**config.mk**
```make
export PLATFORM = sky130hd
export DESIGN_NAME = rojobot_wb_poller
export DESIGN_NICKNAME = d
export VERILOG_FILES = /design/src/rtl/rojobot_wb_poller_pkg.sv /design/src/rtl/rojobot_wb_poller_wb_master_cycle.sv /design/src/rtl/rojobot_wb_poller.sv
export SDC_FILE = /design/constraint.sdc
export NUM_CORES = 1
export LEC_CHECK = 0
export CORE_UTILIZATION = 39
export CTS_CLUSTER_DIAMETER = 40
export DETAILED_ROUTE_END_ITERATION = 8
export PLACE_DENSITY = 0.81
export SLEW_MARGIN = 40
export SYNTH_ARGS = -nofsm -noshare
export SYNTH_HDL_FRONTEND = slang
export SYNTH_SLANG_ARGS = --single-unit
export TNS_END_PERCENT = 10
```
**constraint.sdc**
```tcl
create_clock -name clk -period 2.6 [get_ports clk]
set_input_delay 0.78 -clock clk [delete_from_list [all_inputs] [get_ports clk]]
set_output_delay 0.78 -clock clk [all_outputs]
set_load 0.1 [all_outputs]
```
**src/rtl/rojobot_wb_poller_pkg.sv**
```systemverilog
// Shared types and register map for the Rojobot Wishbone poller.
// Offsets are relative to the bot register window base address.
package rojobot_wb_poller_pkg;

    typedef enum logic [2:0] {
        S_IDLE,
        S_WAIT,
        S_POLL,
        S_INFO,
        S_ACK1,
        S_ACK0,
        S_CTRL
    } state_t;

    localparam logic [31:0] OFS_INFO   = 32'h0000_000C;
    localparam logic [31:0] OFS_CTRL   = 32'h0000_0010;
    localparam logic [31:0] OFS_UPDT   = 32'h0000_0014;
    localparam logic [31:0] OFS_INTACK = 32'h0000_0018;

    // Saturating load value for the 16-bit poll interval counter.
    function automatic logic [15:0] wait_load(input int div);
        if (div <= 1)
            return 16'h0000;
        else if (div > 65536)
            return 16'hFFFF;
        else
            return 16'(div - 1);
    endfunction

endpackage

```
**src/rtl/rojobot_wb_poller_wb_master_cycle.sv**
```systemverilog
// Single-transfer Wishbone initiator: one classic cycle per start,
// ended by ack, err, rtry or a cycle-length timeout.
module wb_master_cycle #(
    parameter int TIMEOUT = 255
) (
    input  logic        clk,
    input  logic        rst,
    input  logic        start,
    input  logic [31:0] adr,
    input  logic [31:0] wdat,
    input  logic        we,
    output logic [31:0] wb_adr_o,
    output logic [31:0] wb_dat_o,
    output logic        wb_we_o,
    output logic        wb_cyc_o,
    output logic        wb_stb_o,
    input  logic        wb_ack_i,
    input  logic        wb_err_i,
    input  logic        wb_rtry_i,
    output logic        done,
    output logic        fail
);

    localparam int CW = (TIMEOUT < 2) ? 1 : $clog2(TIMEOUT);
    localparam logic [CW-1:0] LAST = CW'(TIMEOUT - 1);

    logic          cyc;
    logic [CW-1:0] cnt;
    logic          reply;
    logic          expired;

    assign reply   = wb_ack_i || wb_err_i || wb_rtry_i;
    assign expired = cyc && !reply && (cnt == LAST);
    // err/rtry win over a simultaneous ack
    assign done    = cyc && wb_ack_i && !wb_err_i && !wb_rtry_i;
    assign fail    = cyc && (wb_err_i || wb_rtry_i || expired);

    assign wb_cyc_o = cyc;
    assign wb_stb_o = cyc;

    always_ff @(posedge clk or posedge rst) begin
        if (rst) begin
            cyc      <= 1'b0;
            cnt      <= '0;
            wb_adr_o <= 32'h0;
            wb_dat_o <= 32'h0;
            wb_we_o  <= 1'b0;
        end else if (done || fail) begin
            cyc      <= 1'b0;
            wb_dat_o <= 32'h0;
            wb_we_o  <= 1'b0;
        end else if (cyc) begin
            cnt <= cnt + CW'(1);
        end else if (start) begin
            cyc      <= 1'b1;
            cnt      <= '0;
            wb_adr_o <= adr;
            wb_dat_o <= wdat;
            wb_we_o  <= we;
        end
    end

endmodule

```
**src/rtl/rojobot_wb_poller.sv**
```systemverilog
// Polls the Rojobot update flag over Wishbone, fetches BotInfo,
// acknowledges the update and writes the motor command.
module rojobot_wb_poller
    import rojobot_wb_poller_pkg::*;
#(
    parameter logic [31:0] BASE_ADDR = 32'h0000_0000,
    parameter int          POLL_DIV  = 1000,
    parameter int          TIMEOUT   = 255
) (
    input  logic        clk,
    input  logic        rst,
    input  logic        enable,
    input  logic [7:0]  motctl,
    output logic [31:0] wb_adr_o,
    output logic [31:0] wb_dat_o,
    output logic [3:0]  wb_sel_o,
    output logic        wb_we_o,
    output logic        wb_cyc_o,
    output logic        wb_stb_o,
    output logic [2:0]  wb_cti_o,
    output logic [1:0]  wb_bte_o,
    input  logic [31:0] wb_dat_i,
    input  logic        wb_ack_i,
    input  logic        wb_err_i,
    input  logic        wb_rtry_i,
    output logic [31:0] bot_info,
    output logic        info_valid,
    output logic        bus_err,
    output logic        busy
);

    localparam logic [15:0] WAIT_LOAD = wait_load(POLL_DIV);

    state_t      state;
    state_t      state_nx;
    logic [15:0] wait_cnt;
    logic [15:0] wait_nx;
    logic        start;
    logic [31:0] adr;
    logic [31:0] wdat;
    logic        we;
    logic        done;
    logic        fail;

    assign wb_sel_o = 4'hF;
    assign wb_cti_o = 3'b000;
    assign wb_bte_o = 2'b00;
    assign busy     = (state != S_IDLE) && (state != S_WAIT);

    always_comb begin
        state_nx = state;
        wait_nx  = wait_cnt;
        adr      = BASE_ADDR + OFS_UPDT;
        wdat     = 32'h0;
        we       = 1'b0;
        unique case (state)
            S_IDLE: begin
                if (enable)
                    state_nx = S_WAIT;
            end
            S_WAIT: begin
                if (!enable)
                    state_nx = S_IDLE;
                else if (wait_cnt == 16'h0)
                    state_nx = S_POLL;
                else
                    wait_nx = wait_cnt - 16'h1;
            end
            S_POLL: begin
                adr = BASE_ADDR + OFS_UPDT;
                if (done)
                    state_nx = wb_dat_i[0] ? S_INFO : S_WAIT;
            end
            S_INFO: begin
                adr = BASE_ADDR + OFS_INFO;
                if (done)
                    state_nx = S_ACK1;
            end
            S_ACK1: begin
                adr  = BASE_ADDR + OFS_INTACK;
                wdat = 32'h1;
                we   = 1'b1;
                if (done)
                    state_nx = S_ACK0;
            end
            S_ACK0: begin
                adr = BASE_ADDR + OFS_INTACK;
                we  = 1'b1;
                if (done)
                    state_nx = S_CTRL;
            end
            S_CTRL: begin
                adr  = BASE_ADDR + OFS_CTRL;
                wdat = {24'h0, motctl};
                we   = 1'b1;
                if (done)
                    state_nx = S_IDLE;
            end
            default: state_nx = S_IDLE;
        endcase
        // a failed transfer abandons the whole pass
        if (fail)
            state_nx = S_WAIT;
        if (state_nx == S_WAIT && state != S_WAIT)
            wait_nx = WAIT_LOAD;
    end

    // launch in the first cycle of each bus state; engine is idle there
    assign start = busy && !wb_cyc_o;

    always_ff @(posedge clk or posedge rst) begin
        if (rst) begin
            state      <= S_IDLE;
            wait_cnt   <= 16'h0;
            bot_info   <= 32'h0;
            info_valid <= 1'b0;
            bus_err    <= 1'b0;
        end else begin
            state      <= state_nx;
            wait_cnt   <= wait_nx;
            info_valid <= (state == S_INFO) && done;
            if ((state == S_INFO) && done)
                bot_info <= wb_dat_i;
            if (fail)
                bus_err <= 1'b1;
        end
    end

    wb_master_cycle #(
        .TIMEOUT(TIMEOUT)
    ) u_cycle (
        .clk      (clk),
        .rst      (rst),
        .start    (start),
        .adr      (adr),
        .wdat     (wdat),
        .we       (we),
        .wb_adr_o (wb_adr_o),
        .wb_dat_o (wb_dat_o),
        .wb_we_o  (wb_we_o),
        .wb_cyc_o (wb_cyc_o),
        .wb_stb_o (wb_stb_o),
        .wb_ack_i (wb_ack_i),
        .wb_err_i (wb_err_i),
        .wb_rtry_i(wb_rtry_i),
        .done     (done),
        .fail     (fail)
    );

endmodule
```
==> results.yml <==
drt:
  viasPerCell: 4.78
  drt_iter0_markers: 91
  dr.pass1.iters: 4
  wl_per_cell_um: 13.1
  finalWirelength_um: 7800
  via_count: 2837
  ant_nets: 0
  drcViolationCount: 0
placement:
  place_area_mm2: 0.00473
  place_ws_ns: -0.0411
  routabilityCongestion: 0.858
  portBuffers: 94
  dp.cells: 578
  dpl.hpwl_um: 5660
yosys:
  ys_seq_area_share_pct: 47.6
  async_flop_share_pct: 100
  avgSynthCellArea_um2: 11.1
  synth.distinct_cells: 54
  synthAdderAreaFrac_pct: 0.965
  synth-simple-area-share_pct: 12.7
  synthMuxAreaShare_pct: 9.52
  synth_edf_count: 0
  synth_top_family_by_area: "buffers and inverters"
  ys_ff_latch: 74
  synth_compound_area_share_pct: 10.1
  synth-xor-area-share_pct: 3.83
  yosys_warnings: 0
  synth.area.top_cells: "dfrtp_1 (48%), buf_4 (12%), mux2_2 (9.3%), xnor2_1 (3.2%), nor2_1 (2.1%)"
  yosysTopAreaCell: "dfrtp_1"
  synth_top_area_share_pct: 47.6
  netlist_area_mm2: 0.00389
  syn_inst: 350
  yosys_most_used_dff: "dfrtp_1"
clock_tree:
  cts_tree: "built"
  cts_made_buffers: 9
  clock_path_buffers: 2
  clk_pin_slew_ns: 0.08
  cts_root_buf: "clkbuf_8"
  htreeDepth: 3
  insertion_delay_ns: 0.35
  clock_sinks: 74
timing:
  slew_headroom_pct: 57.6
  setup_viol: 0
  period_minus_slack_ns: 2.44
  min_period_over_period_pct: 93.9
  layout_setup_ws_ns: 0.158
  final_hold_viol_count: 0
  clock_skew_ns: 0.0161
  tightest_slew_ns: 0.620
  drv_slew: 0
  fmax_mhz: 410
  grt_setup_unrepaired: "no"
layout:
  finalNetCount: 505
  final.fill_count: 866
  layout_commonest_cell: "dfrtp_1"
  drive_above_1_share_pct: 28.9
  final_cells: 594
  layout.area.seq_mm2: 0.00185
  final_util_pct: 50.9
  layout_common_cells: "dfrtp_1 (74), conb_1 (62), buf_4 (62)"
  syn_to_final_growth_pct: 27.4
  multi_input_area_mm2: 0.00168
  diodes: 0
  design_area_mm2: 0.00496
power:
  power.density_mw_per_mm2: 1090
  internal_power_w: 0.00257
  p_leak_nw: 2.25
  switching_share_pct: 52.3
  switchingPower_w: 0.00283
  power_w: 0.00540
  clkPwrFrac_pct: 18.7
  p_comb_share_pct: 53.0
  peakVddDrop_mv: 0.690
  p_seq_share_pct: 28.4
setup_path:
  cp_cell_sequence: "inv_1, ha_1, or4b_2, nor4_4, buf_4, a211oi_2, a21oi_2, buf_4, o221ai_1"
  critPathTopFamily: "simple AND/OR/NAND/NOR gates"
  worst-path-buf-inv: 3
  crit_slowest_cell: "or4b_2"
  endpoint_kind: "flip-flop"
  critPathMaxFanout: 8
  worstPathRequired_ns: 2.81
  slowest_delay_ns: 0.63
  crit_top_cell: "buf_4"
  reg2reg_depth: 9
  startpoint_type: "flip-flop"
  crit_type: "reg -> reg"
  cp_data_arrival_time_ns: 2.66
  crit_cells: 9
  r2r_setup_slack_ns: 0.16
floorplanning:
  rows: 36
  core_area_mm2: 0.00973
  start_util_pct: 40.0
  die_w_um: 102
  num_io_pins: 157
  die_height_um: 102
  die_area_mm2: 0.0104
global_routing:
  grt_max_degree: 62
  first_global_vias: 2771
  grt_pass1_wl_um: 12800
  grt_overflow_total: 0
  track_usage_pct: 15.9
  antenna_found_initial: 0
min_path:
  hp-class: "reg -> reg"
  whs_path_depth: 1
run:
  cap_violations: 0
status:
  outcome: "finished clean"
==> stage by stage <==
stage	setup TNS, ns	hold WS [ns]
floorplan	-0.507	0.491
global placement	-0.350	0.463
detailed placement	-0.721	0.461
CTS	0	0.484
global route	0	0.503
finish	0	0.481
==> per-layer routing <==
layer,vias up,wire [um],GRT usage [%],share of wire [%]
li1,1310,-,-,-
met1,1405,3470,20.5,45
met2,111,3600,24.1,46
met3,11,587,6.36,7.5
met4,0,145,5.93,1.9
met5,-,0,0,0
==> worst register-to-register path, cell delays in order (launching register included) <==
cell	delay [ns]
dfrtp_1	0.41
inv_1	0.10
ha_1	0.19
or4b_2	0.63
nor4_4	0.24
buf_4	0.19
a211oi_2	0.09
a21oi_2	0.15
buf_4	0.17
o221ai_1	0.13
==> cell usage after synthesis (all sizes together), types with 2 or more instances <==
library cell and count:
buf 70, or3 5, a21o 2, nor2 22, nand2b 5, nor3 7
dfrtp 74, a2111oi 3, o21ai 11, ha 3, o31ai 3, o221ai 2
a31oi 2, a21oi 12, nand3 4, conb 2, clkbuf 5, o21a 2
xor2 3, mux2 32, o211ai 2, xnor2 14, or2 4, a211oi 2
nand3b 2, nor3b 3, nor4 5, a22oi 10, inv 13, nand2 7
or4 6
==> worst paths after layout <==
path / from / end
setup / recovery: wait_cnt[0] / wait_cnt[5]
hold / removal: bus_err / bus_err
setup reg to reg: wait_cnt[0] / wait_cnt[5]
hold reg to reg: bus_err / bus_err
max in group asynchronous: rst / bot_info[5]
min in group asynchronous: rst / state[1]
==> cell type report <==
type,instances,area share [%]
clock buffer,11,2.85
clock inverter,5,1.72
inverter,13,1.06
multi-input combinational,248,34.0
sequential,74,37.4
tap,133,3.36
timing repair buffer,110,19.7
==> flip-flops by register name, indices dropped and copies added, names as in the netlist <==
signal and flops:
wait_cnt 16, u_cycle.wb_we_o 1, u_cycle.wb_cyc_o 1, u_cycle.wb_dat_o 8
u_cycle.cnt 8, info_valid 1, bus_err 1, u_cycle.wb_adr_o 3
state 3, bot_info 32
==> timing repair <==
item | CTS | global route
gates resized for setup | 0 | 1
endpoints found under the setup margin | 0 | 3
buffers inserted | 0 | 0
hold buffers | 0 | 0
==> logic make-up after synthesis <==
| kind of cell | Yosys count |
|---|---|
| buffers and inverters | 88 |
| AO/OA/AOI/OAI | 56 |
| flip-flops | 74 |
| multiplexers | 33 |
| XOR/XNOR | 17 |
| adder cells (fa/ha/maj) | 3 |
| AND/OR/NAND/NOR | 77 |
| other | 2 |
==> power groups by stage <==
| stage | clock, W | sequential, W | combinational [W] |
|---|---|---|---|
| final | 0.00101 | 0.00153 | 0.00286 |
| after global routing | 0.00107 | 0.00157 | 0.00297 |
| after CTS | 0.00103 | 0.00153 | 0.00286 |
| after detailed placement | 0 | 0.00155 | 0.00286 |
| after global placement | 0 | 0.00154 | 0.00283 |
| after floorplan | 0 | 0.00265 | 0.00119 |
Note: power is estimated with default switching activity, not from simulation.
